$ cat src/rtl/seven_segment_reader.sv
// Seven-segment bus reader: debounces scanned digit/segment samples, decodes them to hex nibbles and publishes one word per frame.
// Define SEVEN_SEGMENT_READER_ACTIVE_LOW_EN to invert i_SEG and i_DIGIT_SEL for common-anode displays.
module seven_segment_reader #(
  parameter int DIGITS     = 4,
  parameter int STABLE_CNT = 3
) (
  input  logic                  i_CLK,
  input  logic                  i_RST_N,
  input  logic                  i_SAMPLE_EN,
  input  logic [DIGITS-1:0]     i_DIGIT_SEL,
  input  logic [7:0]            i_SEG,
  input  logic                  i_CLR_ERR,
  output logic [4*DIGITS-1:0]   o_DATA,
  output logic [DIGITS-1:0]     o_DP,
  output logic                  o_VALID,
  output logic                  o_ERR
);

  typedef enum logic [0:0] {
    ACQUIRE = 1'b0,
    PUBLISH = 1'b1
  } state_t;

  localparam logic [3:0]        CNT_MAX      = 4'(STABLE_CNT);
  localparam logic [DIGITS-1:0] ALL_CAPTURED = {DIGITS{1'b1}};

  logic [DIGITS-1:0] sel;
  logic [7:0]        seg;

`ifdef SEVEN_SEGMENT_READER_ACTIVE_LOW_EN
  assign sel = ~i_DIGIT_SEL;
  assign seg = ~i_SEG;
`else
  assign sel = i_DIGIT_SEL;
  assign seg = i_SEG;
`endif

  // Returns {valid, nibble}; anything outside the 16 hex glyphs is invalid.
  function automatic logic [4:0] decodeSeg(input logic [6:0] pattern);
    logic [4:0] result;
    case (pattern)
      7'b0111111: result = {1'b1, 4'h0};
      7'b0000110: result = {1'b1, 4'h1};
      7'b1011011: result = {1'b1, 4'h2};
      7'b1001111: result = {1'b1, 4'h3};
      7'b1100110: result = {1'b1, 4'h4};
      7'b1101101: result = {1'b1, 4'h5};
      7'b1111101: result = {1'b1, 4'h6};
      7'b0000111: result = {1'b1, 4'h7};
      7'b1111111: result = {1'b1, 4'h8};
      7'b1101111: result = {1'b1, 4'h9};
      7'b1110111: result = {1'b1, 4'hA};
      7'b1111100: result = {1'b1, 4'hB};
      7'b0111001: result = {1'b1, 4'hC};
      7'b1011110: result = {1'b1, 4'hD};
      7'b1111001: result = {1'b1, 4'hE};
      7'b1110001: result = {1'b1, 4'hF};
      default:    result = 5'b0_0000;
    endcase
    return result;
  endfunction

  state_t              state_q, state_d;
  logic [DIGITS-1:0]   heldSel_q, heldSel_d;
  logic [7:0]          heldSeg_q, heldSeg_d;
  logic [3:0]          cnt_q, cnt_d;
  logic [DIGITS-1:0]   captured_q, captured_d;
  logic [4*DIGITS-1:0] shadowData_q, shadowData_d;
  logic [DIGITS-1:0]   shadowDp_q, shadowDp_d;
  logic [4*DIGITS-1:0] data_q, data_d;
  logic [DIGITS-1:0]   dp_q, dp_d;
  logic                valid_q, valid_d;
  logic                err_q, err_d;

  logic                oneHot;
  logic                sameSample;
  logic                accept;
  logic [4:0]          decoded;

  // The accept pulse fires only on the sample that brings the run up to CNT_MAX.
  always_comb begin
    heldSel_d  = heldSel_q;
    heldSeg_d  = heldSeg_q;
    cnt_d      = cnt_q;
    accept     = 1'b0;
    oneHot     = $onehot(sel);
    sameSample = ({sel, seg} == {heldSel_q, heldSeg_q});
    if (i_SAMPLE_EN) begin
      if (!oneHot) begin
        cnt_d = 4'd0;
      end else if (sameSample) begin
        if (cnt_q < CNT_MAX) begin
          cnt_d  = cnt_q + 4'd1;
          accept = (cnt_d == CNT_MAX);
        end
      end else begin
        heldSel_d = sel;
        heldSeg_d = seg;
        cnt_d     = 4'd1;
        accept    = (CNT_MAX == 4'd1);
      end
    end
  end

  // A digit accepted during PUBLISH keeps its captured bit across the clear.
  always_comb begin
    decoded      = decodeSeg(seg[6:0]);
    captured_d   = (state_q == PUBLISH) ? '0 : captured_q;
    shadowData_d = shadowData_q;
    shadowDp_d   = shadowDp_q;
    err_d        = i_CLR_ERR ? 1'b0 : err_q;
    if (accept) begin
      if (decoded[4]) begin
        for (int k = 0; k < DIGITS; k++) begin
          if (sel[k]) begin
            shadowData_d[4*k +: 4] = decoded[3:0];
            shadowDp_d[k]          = seg[7];
            captured_d[k]          = 1'b1;
          end
        end
      end else begin
        err_d = 1'b1;
      end
    end
  end

  always_comb begin
    state_d = state_q;
    data_d  = data_q;
    dp_d    = dp_q;
    valid_d = 1'b0;
    case (state_q)
      ACQUIRE: begin
        if (captured_q == ALL_CAPTURED) begin
          state_d = PUBLISH;
        end
      end
      PUBLISH: begin
        data_d  = shadowData_q;
        dp_d    = shadowDp_q;
        valid_d = 1'b1;
        state_d = ACQUIRE;
      end
      default: state_d = ACQUIRE;
    endcase
  end

  always_ff @(posedge i_CLK) begin
    if (!i_RST_N) begin
      state_q      <= ACQUIRE;
      heldSel_q    <= '0;
      heldSeg_q    <= '0;
      cnt_q        <= '0;
      captured_q   <= '0;
      shadowData_q <= '0;
      shadowDp_q   <= '0;
      data_q       <= '0;
      dp_q         <= '0;
      valid_q      <= 1'b0;
      err_q        <= 1'b0;
    end else begin
      state_q      <= state_d;
      heldSel_q    <= heldSel_d;
      heldSeg_q    <= heldSeg_d;
      cnt_q        <= cnt_d;
      captured_q   <= captured_d;
      shadowData_q <= shadowData_d;
      shadowDp_q   <= shadowDp_d;
      data_q       <= data_d;
      dp_q         <= dp_d;
      valid_q      <= valid_d;
      err_q        <= err_d;
    end
  end

  assign o_DATA  = data_q;
  assign o_DP    = dp_q;
  assign o_VALID = valid_q;
  assign o_ERR   = err_q;

endmodule
$ cat config.mk
export PLATFORM = sky130hd
export DESIGN_NAME = seven_segment_reader
export DESIGN_NICKNAME = d
export VERILOG_FILES = /design/src/rtl/seven_segment_reader.sv
export SDC_FILE = /design/constraint.sdc
export NUM_CORES = 1
export LEC_CHECK = 0
export ABC_AREA = 1
export BUFFER_PORTS_ARGS = -buffer_cell sky130_fd_sc_hd__buf_2
export CORE_MARGIN = 2
export CORE_UTILIZATION = 40
export CTS_BUF_LIST = sky130_fd_sc_hd__clkbuf_4
export CTS_CLUSTER_DIAMETER = 120
export DETAILED_ROUTE_END_ITERATION = 12
export SETUP_SLACK_MARGIN = 0.02
export SYNTH_ARGS = -nofsm -noshare
export SYNTH_HDL_FRONTEND = slang
export SYNTH_SLANG_ARGS = --single-unit
$ cat constraint.sdc
create_clock -name i_CLK -period 5.92 [get_ports i_CLK]
set_input_delay 0.296 -clock i_CLK [delete_from_list [all_inputs] [get_ports i_CLK]]
set_output_delay 0.296 -clock i_CLK [all_outputs]
set_load 0.05 [all_outputs]
# Word-level counts from Yosys, hierarchy flattened
# Index checks and enable logic that the tools add are counted.
[totals] register_bits=63 in_bits=16 elab_cells=72
[classes] add_sub_neg=4 magnitude_cmp=1 eq_ne=21 muxes=21 bitwise=2 n_reduce_logical=6
[ops] operator="$eq 7x7->1 const B" n=12
[ops] operator="$pmux 5 s16" n=1
[ops] operator="$mux 4" n=6
[ops] operator="$reduce_and 3->1" n=5
[ops] operator="$eq 7x3->1 const B" n=2
[ops] operator="$eq 7x6->1 const B" n=2
[ops] operator="$mux 1" n=13
[ops] operator="$eq 12x12->1" n=1
[ops] operator="$add 1x1->2" n=2
[ops] operator="$add 4x1->4 const B" n=1
[ops] operator="$eq 4x2->1 const B" n=1
[ops] operator="$eq 4x4->1 const B" n=1
[ops] operator="$lt 4x2->1 const B" n=1
[ops] operator="$add 2x2->3" n=1
[ops] operator="$eq 3x1->1 const B" n=1
[ops] operator="$ne 3x2->1 const B" n=1
[ops] operator="$not 1->1" n=2
[ops] operator="$pmux 1 s2" n=1
[ops] operator="$reduce_and 2->1" n=1

# Longest topological paths before layout
# Gate-level depths: netlist of the first run.
[logic_depth] word_depth=7 ltp_mapped=12 ltp_nobuf=12

# Worst setup path after synthesis of the first run
# No wires, ideal clock.
[synth_path] path_type="input port to flip-flop" start="input i_DIGIT_SEL[0]" end="register shadowData_q[4]" setup_ps=113 t_arrival_ps=2213 required_time_ps=5807 path_slack_ps=3594 cell_stages=12 cell_sequence="inv_2 > fa_1 > inv_1 > ha_1 > ha_1 > nor3_4 > nand3_2 > nor2_4 > buf_6 > nand3_1 > nand2_1 > nor2_1"
[synth_via] elab_chain_len=6 word_cells_on_any_way=8 classes_between="add/sub (2); eq/ne (2); mux (3); reduce/logical (1)"
[synth_lines] element="start: declaration" line="10" text="input logic [DIGITS-1:0] i_DIGIT_SEL,"
[synth_lines] element="$add 1x1->2 (implied by the code)" line="86" text="oneHot = $onehot(sel);"
[synth_lines] element="$add 2x2->3 (implied by the code)" line="86"
[synth_lines] element="$eq 3x1->1" line="86"
[synth_lines] element="$mux 1 (*)" line="89" text="if (!oneHot) begin"
[synth_lines] element="$mux 1 (*)" line="88" text="if (i_SAMPLE_EN) begin"
[synth_lines] element="$reduce_and 3->1 (no source line) (*)"
[synth_lines] element="end signal: assignment" line="167" text="shadowData_q <= shadowData_d;"
[synth_lines] element="end: declaration" line="68" text="logic [4*DIGITS-1:0] shadowData_q, shadowData_d;"
# Every way passes the cells marked *; elsewhere a longest branch is shown, timed or not.
# A chain may end at the register's enable or synchronous reset.

# Worst setup path after layout of the first run
[layout_path] start="input i_DIGIT_SEL[0]" end="register heldSeg_q[5]"
[layout_via] elab_chain_len=4 word_cells_on_any_way=6 classes_between="add/sub (2); eq/ne (2); bitwise (1); reduce/logical (1)"
[layout_lines] element="$add 1x1->2 (implied by the code)" line="86"
[layout_lines] element="$add 2x2->3 (implied by the code)" line="86"
[layout_lines] element="$eq 3x1->1" line="86"
[layout_lines] element="$reduce_and 3->1 (no source line) (*)"
[layout_lines] element="end signal: assignment" line="164" text="heldSeg_q <= heldSeg_d;"
[layout_lines] element="end: declaration" line="65" text="logic [7:0] heldSeg_q, heldSeg_d;"
# Marked as above.

==> metrics.txt, run 1 <==
Max Cap Viol 0; htree depth 3; combinational power share 0.108; root buf cell clkbuf_4; DRC Markers 0; Worst-Skew Late Latency roughly 400 ps; CTS Buf Count 9; Die Ht just over 90 µm; wire length per cell between 9 and 10 µm; number of distinct library cells after synthesis 26; Clock Pin Slew Worst Setup and Hold Paths roughly 110 ps; layout net count 500; Total Routed Length between 5000 and 6000 µm; status finished, final reports clean; via count about 2.6k; vias in the first global route 2362; post-synth top area share 0.419; Initial Util 0.415; Pleak 1.53 nW; total grt overflow 0; Iter 0 DRT Violations 84; Internal 592 µW; initial antenna violation count 0; port bufs 37; first-pass GRT wire length around 10000 µm; min-delay worst type input pin to flop; cell count after synthesis 445; n_diodes 0; critical path arrival 2790 ps; leading area contributor after synthesis dfxtp_1; Final Wtd Congestion 0.770; critical path class input pin to flop; Max Buffers Root-to-Sink 2; DR vias/cell 4.47; most frequent cells in the layout 119 x nand2_1, 77 x nor2_1, 63 x dfxtp_1, 56 x inv_1, 37 x buf_2; Fill cells 805; Hold Fails Final Rpt 0; Setup Skew between 10 and 15 ps; Synthesized Nets 466; Ys Warns 0; sw frac 0.278; die area about 8200 µm²; dpl ws roughly 2900 ps; most common cell after layout, fill and taps aside nand2_1; prevailing post-synth register cell dfxtp_1; CP required between 6000 and 7000 ps; crit end category flop; Slew headroom 0.539; post-synthesis sequential element count 63; area growth from synthesis to layout 12.4%; Die X roughly 90 µm; Pins Over Slew Limit 0; Final setup viols 0; fin crit share 0.424; Antenna Violating Nets Remaining 0; number of post-CTS setup repair buffers 0; clock share of power 0.357; Reg area 1260 µm²; # hold bufs at CTS 0; Max Fanout on Critical Path 21; mapped cell area 3010 µm²; Setup WS post-layout about 3400 ps; asr flop ratio synth 0; fmax between 300 and 400 MHz; RSZ-0062 raised after global routing no; mean post-synth cell area between 6 and 7 µm²; Seq/Total Area, Yosys 0.419; CTS tree done; critical path startpoint category input pin; Clock Sinks 63; GR Util All Layers 0.158; Power per Cell Area approximately 240 nW/µm²; Worst-Margin Slew 691 ps; top cells by area, synth dfxtp_1 42%, nand2_1 15%, nor2_1 9.6%; Fin Setup TNS 0 ps; detailed placement HPWL around 4400 µm; largest net degree at the start of global routing 42; core area approximately 7300 µm²; drt pass-1 iters 4; fin crit period approximately 2500 ps; I/O Pins 38; Seq pwr share 0.535; Worst VDD drop 101 µV; Switching Power roughly 230 µW; layout cells sized above 1 0.157; post-CTS sizing 0; Post-synth EDFFs 0; R2R Setup Slk 4020 ps; row count 31; area of the multi-input gates about 1400 µm²
[power by group through the flow]
stage | sequential (mW) | clock [mW] | combinational [mW]
after global placement | 0.448 | 0 | 0.0879
after global routing | 0.440 | 0.328 | 0.102
after floorplan | 0.447 | 0 | 0.0687
after detailed placement | 0.449 | 0 | 0.0893
after CTS | 0.439 | 0.306 | 0.0896
final | 0.439 | 0.293 | 0.0884
[routing by layer]
layer / GRT usage / up-vias / wire length [µm]
met1: 0.207 / 1114 / 3000
li1: - / 1439 / -
met4: 0.0538 / 0 / 76
met5: 0 / - / 0
met3: 0.0543 / 6 / 238
met2: 0.242 / 48 / 2490
[worst max-delay path, cell delays in order]
cell and delay [ps]:
buf_2 120, inv_2 60, fa_1 530, inv_1 40, ha_1 170, ha_1 300, nor3_4 310, nand3_1 540
o21ai_0 360, a21oi_1 60
[area by class of cell]
cell class	instances	area share
Multi-Input combinational cell	307	0.427
Sequential cell	63	0.373
Inverter	61	0.0677
Timing Repair Buffer	37	0.0548
Tap cell	99	0.0366
Clock inverter	7	0.0215
Clock buffer	9	0.0200
[kinds of logic after synthesis]
group / synth area share
and+or+nand+nor: 0.366
buffers and inverters: 0.101
DFF: 0.419
AOI/OAI and AO/OA: 0.0782
adders and majority gates: 0.0233
xor gates and xnor gates: 0.0116
[per-stage QoR]
stage	cell area, µm²	utilization	hold WS, ps	power (mW)	cells
6_report	3380	0.466	199	0.820	583
5_1_grt	3380	0.466	202	0.870	583
4_1_cts	3380	0.466	179	0.834	583
3_5_place_dp	3240	0.447	435	0.538	567
3_3_place_gp	3240	0.447	433	0.536	567
2_1_floorplan	3010	-	417	0.516	445
[sequential cells by signal, summed over array words and instances, names as in the netlist]
| register | flops |
|---|---|
| o_DATA | 16 |
| shadowData_q | 16 |
| heldSeg_q | 8 |
| captured_q | 4 |
| cnt_q | 4 |
| heldSel_q | 4 |
| o_DP | 4 |
| shadowDp_q | 4 |
| o_ERR | 1 |
| o_VALID | 1 |
| state_q | 1 |
[Yosys cell counts (5+ instances only)]
| cell | count |
|---|---|
| dfxtp_1 | 63 |
| inv_2 | 5 |
| a21oi_1 | 10 |
| inv_1 | 56 |
| nor2_4 | 7 |
| nor2_1 | 77 |
| nand3_1 | 30 |
| o21ai_0 | 35 |
| nor2_2 | 7 |
| clkbuf_1 | 7 |
| nand2_1 | 119 |
[final timing paths]
check,start,endpoint,cells past startpoint
setup / recovery,i_DIGIT_SEL[0],heldSeg_q[5],10
hold / removal,i_SEG[7],heldSeg_q[7],3
setup reg to reg,heldSel_q[1],heldSeg_q[7],11
hold reg to reg,captured_q[2],state_q,2
(Power assumes the default switching activity.)
==> run 2: changes to the inputs <==
- clock period: 5.92 -> 2.2 ns (I/O delays scaled with it)
==> run 2 against run 1 <==
Power grew to 2.7 times the previous value. Clock-buffer cell count is the same. Non-clock buffer count grew 13. Worst hold slack lost 170 ps. Global-route usage grew 0.53 points. Sequential power grew to 2.7 times the previous value. Combinational power grew to 3.0 times the previous value. Critical endpoint is now shadowData_q[7]. Clock power grew to 2.7 times the previous value. Register-to-register slack lost 3500 ps. Wire length grew 6.0%. Highest routed layer unchanged. First-iteration DRC count shrank 38%. Via count grew 1.3%.
==> metrics.txt, run 2 (synthesized netlist as in run 1, its figures left out) <==
status finished, final reports clean (unchanged); row count 31 (unchanged); I/O Pins 38 (unchanged); Final setup viols 0 (unchanged); Setup Skew 27.0 ps (was 12.0 ps); WP depth 12 (was 10); Die Ht 90.7 µm (unchanged); max incr delay on CP 530 ps (was 540 ps); die area 8230 µm² (unchanged); Slowest-stage cell, CP fa_1 (was nand3_1); Worst Hold Launch i_CLR_ERR (was i_SEG[7]); Clock Sinks 63 (unchanged); crit-path leading delay family adder cells (unchanged); htree depth 3 (unchanged); dpl ws -176 ps (was 2940 ps); fmax 516 MHz; number of post-CTS setup repair buffers 0 (unchanged); Die X 90.7 µm (unchanged); CP required 2540 ps (was 6200 ps); CTS tree done (unchanged); n_diodes 0 (unchanged); Max Cap Viol 0 (unchanged); post-layout util 0.482 (was 0.466); layout net count 513 (was 500); min-delay worst type input pin to flop (unchanged); Fin Setup TNS 0 ps (unchanged); root buf cell clkbuf_4 (unchanged); drt pass-1 iters 4 (unchanged); port bufs 37 (unchanged); GR Util All Layers 0.163 (was 0.158); Pins Over Slew Limit 0 (unchanged); Final Wtd Congestion 0.857 (was 0.770); critical path arrival 2280 ps (was 2790 ps); fin crit period 1940 ps; total grt overflow 0 (unchanged); Worst VDD drop 316 µV (was 101 µV); Pleak 1.59 nW (was 1.53 nW); Reg area 1260 µm² (unchanged); R2R Setup Slk 560 ps (was 4020 ps); Fill cells 797 (was 805); Hold Slack 26.2 ps (was 199 ps); area growth from synthesis to layout 16.1% (was 12.4%); reg2reg path depth 12 (was 11); Worst-Margin Slew 723 ps (was 691 ps); area of the multi-input gates 1440 µm² (unchanged); DR vias/cell 4.43 (was 4.47); crit end category flop (unchanged); most frequent cells in the layout 119 x nand2_1, 77 x nor2_1, 63 x dfxtp_1, 56 x inv_1, 37 x buf_2 (unchanged); critical path class input pin to flop (unchanged); Antenna Violating Nets Remaining 0 (unchanged); Worst Path Buf+Inv 4 (was 3); CTS Buf Count 9 (unchanged); Initial Util 0.415 (unchanged); reg2reg start heldSeg_q[1] (was heldSel_q[1]); Hold Fails Final Rpt 0 (unchanged); Setup WS post-layout 261 ps (was 3410 ps); Clock Pin Slew Worst Setup and Hold Paths 120 ps (was 110 ps); detailed placement HPWL 4510 µm (was 4370 µm); Iter 0 DRT Violations 52 (was 84); Hold EP o_ERR (was heldSeg_q[7]); critical path startpoint category input pin (unchanged); vias in the first global route 2429 (was 2362); Slew headroom 0.518 (was 0.539); via count 2641 (was 2607); initial antenna violation count 0 (unchanged); worst path cell trace buf_2 -> inv_2 -> fa_1 -> inv_1 -> ha_1 -> ha_1 -> nor3_4 -> buf_4 -> nand4_4 -> nor2_4 -> nor2_1 -> nor2_1 (was buf_2 -> inv_2 -> fa_1 -> inv_1 -> ha_1 -> ha_1 -> nor3_4 -> nand3_1 -> o21ai_0 -> a21oi_1); DRC Markers 0 (unchanged); core area 7250 µm² (unchanged); Total Routed Length 6160 µm (was 5810 µm); Max Fanout on Critical Path 6 (was 21); Power per Cell Area 638 nW/µm² (was 242 nW/µm²); most common cell after layout, fill and taps aside nand2_1 (unchanged); r2r endpoint heldSeg_q[7] (unchanged); wire length per cell 10.3 µm (was 9.97 µm); layout cells sized above 1 0.175 (was 0.157); RSZ-0062 raised after global routing no (unchanged); Worst-Skew Late Latency 410 ps (was 400 ps); first-pass GRT wire length 10900 µm (was 10400 µm); Max Buffers Root-to-Sink 2 (unchanged); fin crit share 0.881; largest net degree at the start of global routing 30 (was 42); WHS Path Cells 4 (was 3)
-- run 2: cell types whose count changed in the layout (fill, tap and decap cells not counted), sizes merged --
cell	before	now
buf	37	49
dlygate4sd3	0	1
-- run 2: metal layers --
layer	GRT usage	wire, µm	up-vias
li1	-	-	1464
met1	0.218	3300	1129
met2	0.254	2560	39
met3	0.0376	206	9
met4	0.0654	101	0
met5	0	0	-
-- run 2: worst max-delay path by stage --
stage | startpoint | to
after CTS | i_DIGIT_SEL[0] | shadowData_q[7]
after floorplan | i_DIGIT_SEL[0] | shadowData_q[4]
after global placement | i_DIGIT_SEL[0] | shadowData_q[10]
after detailed placement | i_DIGIT_SEL[0] | captured_q[3]
final | i_DIGIT_SEL[0] | shadowData_q[7]
after global routing | i_DIGIT_SEL[0] | shadowData_q[15]
-- run 2: through the flow --
stage,instance area (µm²),std cells,power (mW)
finish,3490,596,2.23
detailed placement,3340,579,1.47
floorplan,3010,445,1.39
CTS,3490,596,2.27
global route,3490,596,2.35
global placement,3340,579,1.46
-- run 2: final cells by class --
cell class | instances | share of cell area
repair buffers | 50 | 0.0852
flip-flops and latches | 63 | 0.361
clock buffers | 9 | 0.0193
well taps | 99 | 0.0355
inverters | 61 | 0.0655
multi-input cells | 307 | 0.413
clock inverters | 7 | 0.0204
-- run 2: power breakdown --
| part | switching [mW] | internal [mW] |
|---|---|---|
| Sequential | 0.0144 | 1.17 |
| Clock | 0.440 | 0.346 |
| Combinational | 0.164 | 0.0988 |
| Total | 0.619 | 1.61 |
-- run 2: repair_timing --
action | CTS | global route
hold endpoints to repair | 1 | 0
setup endpoints to repair | 0 | 0
hold buffers | 1 | 0
resized for setup | 0 | 0
-- run 2: worst reg2reg max path, cell delays in order (launching register included) --
cell	delay, ps
dfxtp_1	340
inv_1	50
nand2_1	50
nand2_1	50
nor2_1	110
nand2_1	120
nor2_4	170
nand2_1	70
nand3_1	70
buf_4	230
inv_1	120
nor2_1	100
nor2_1	50
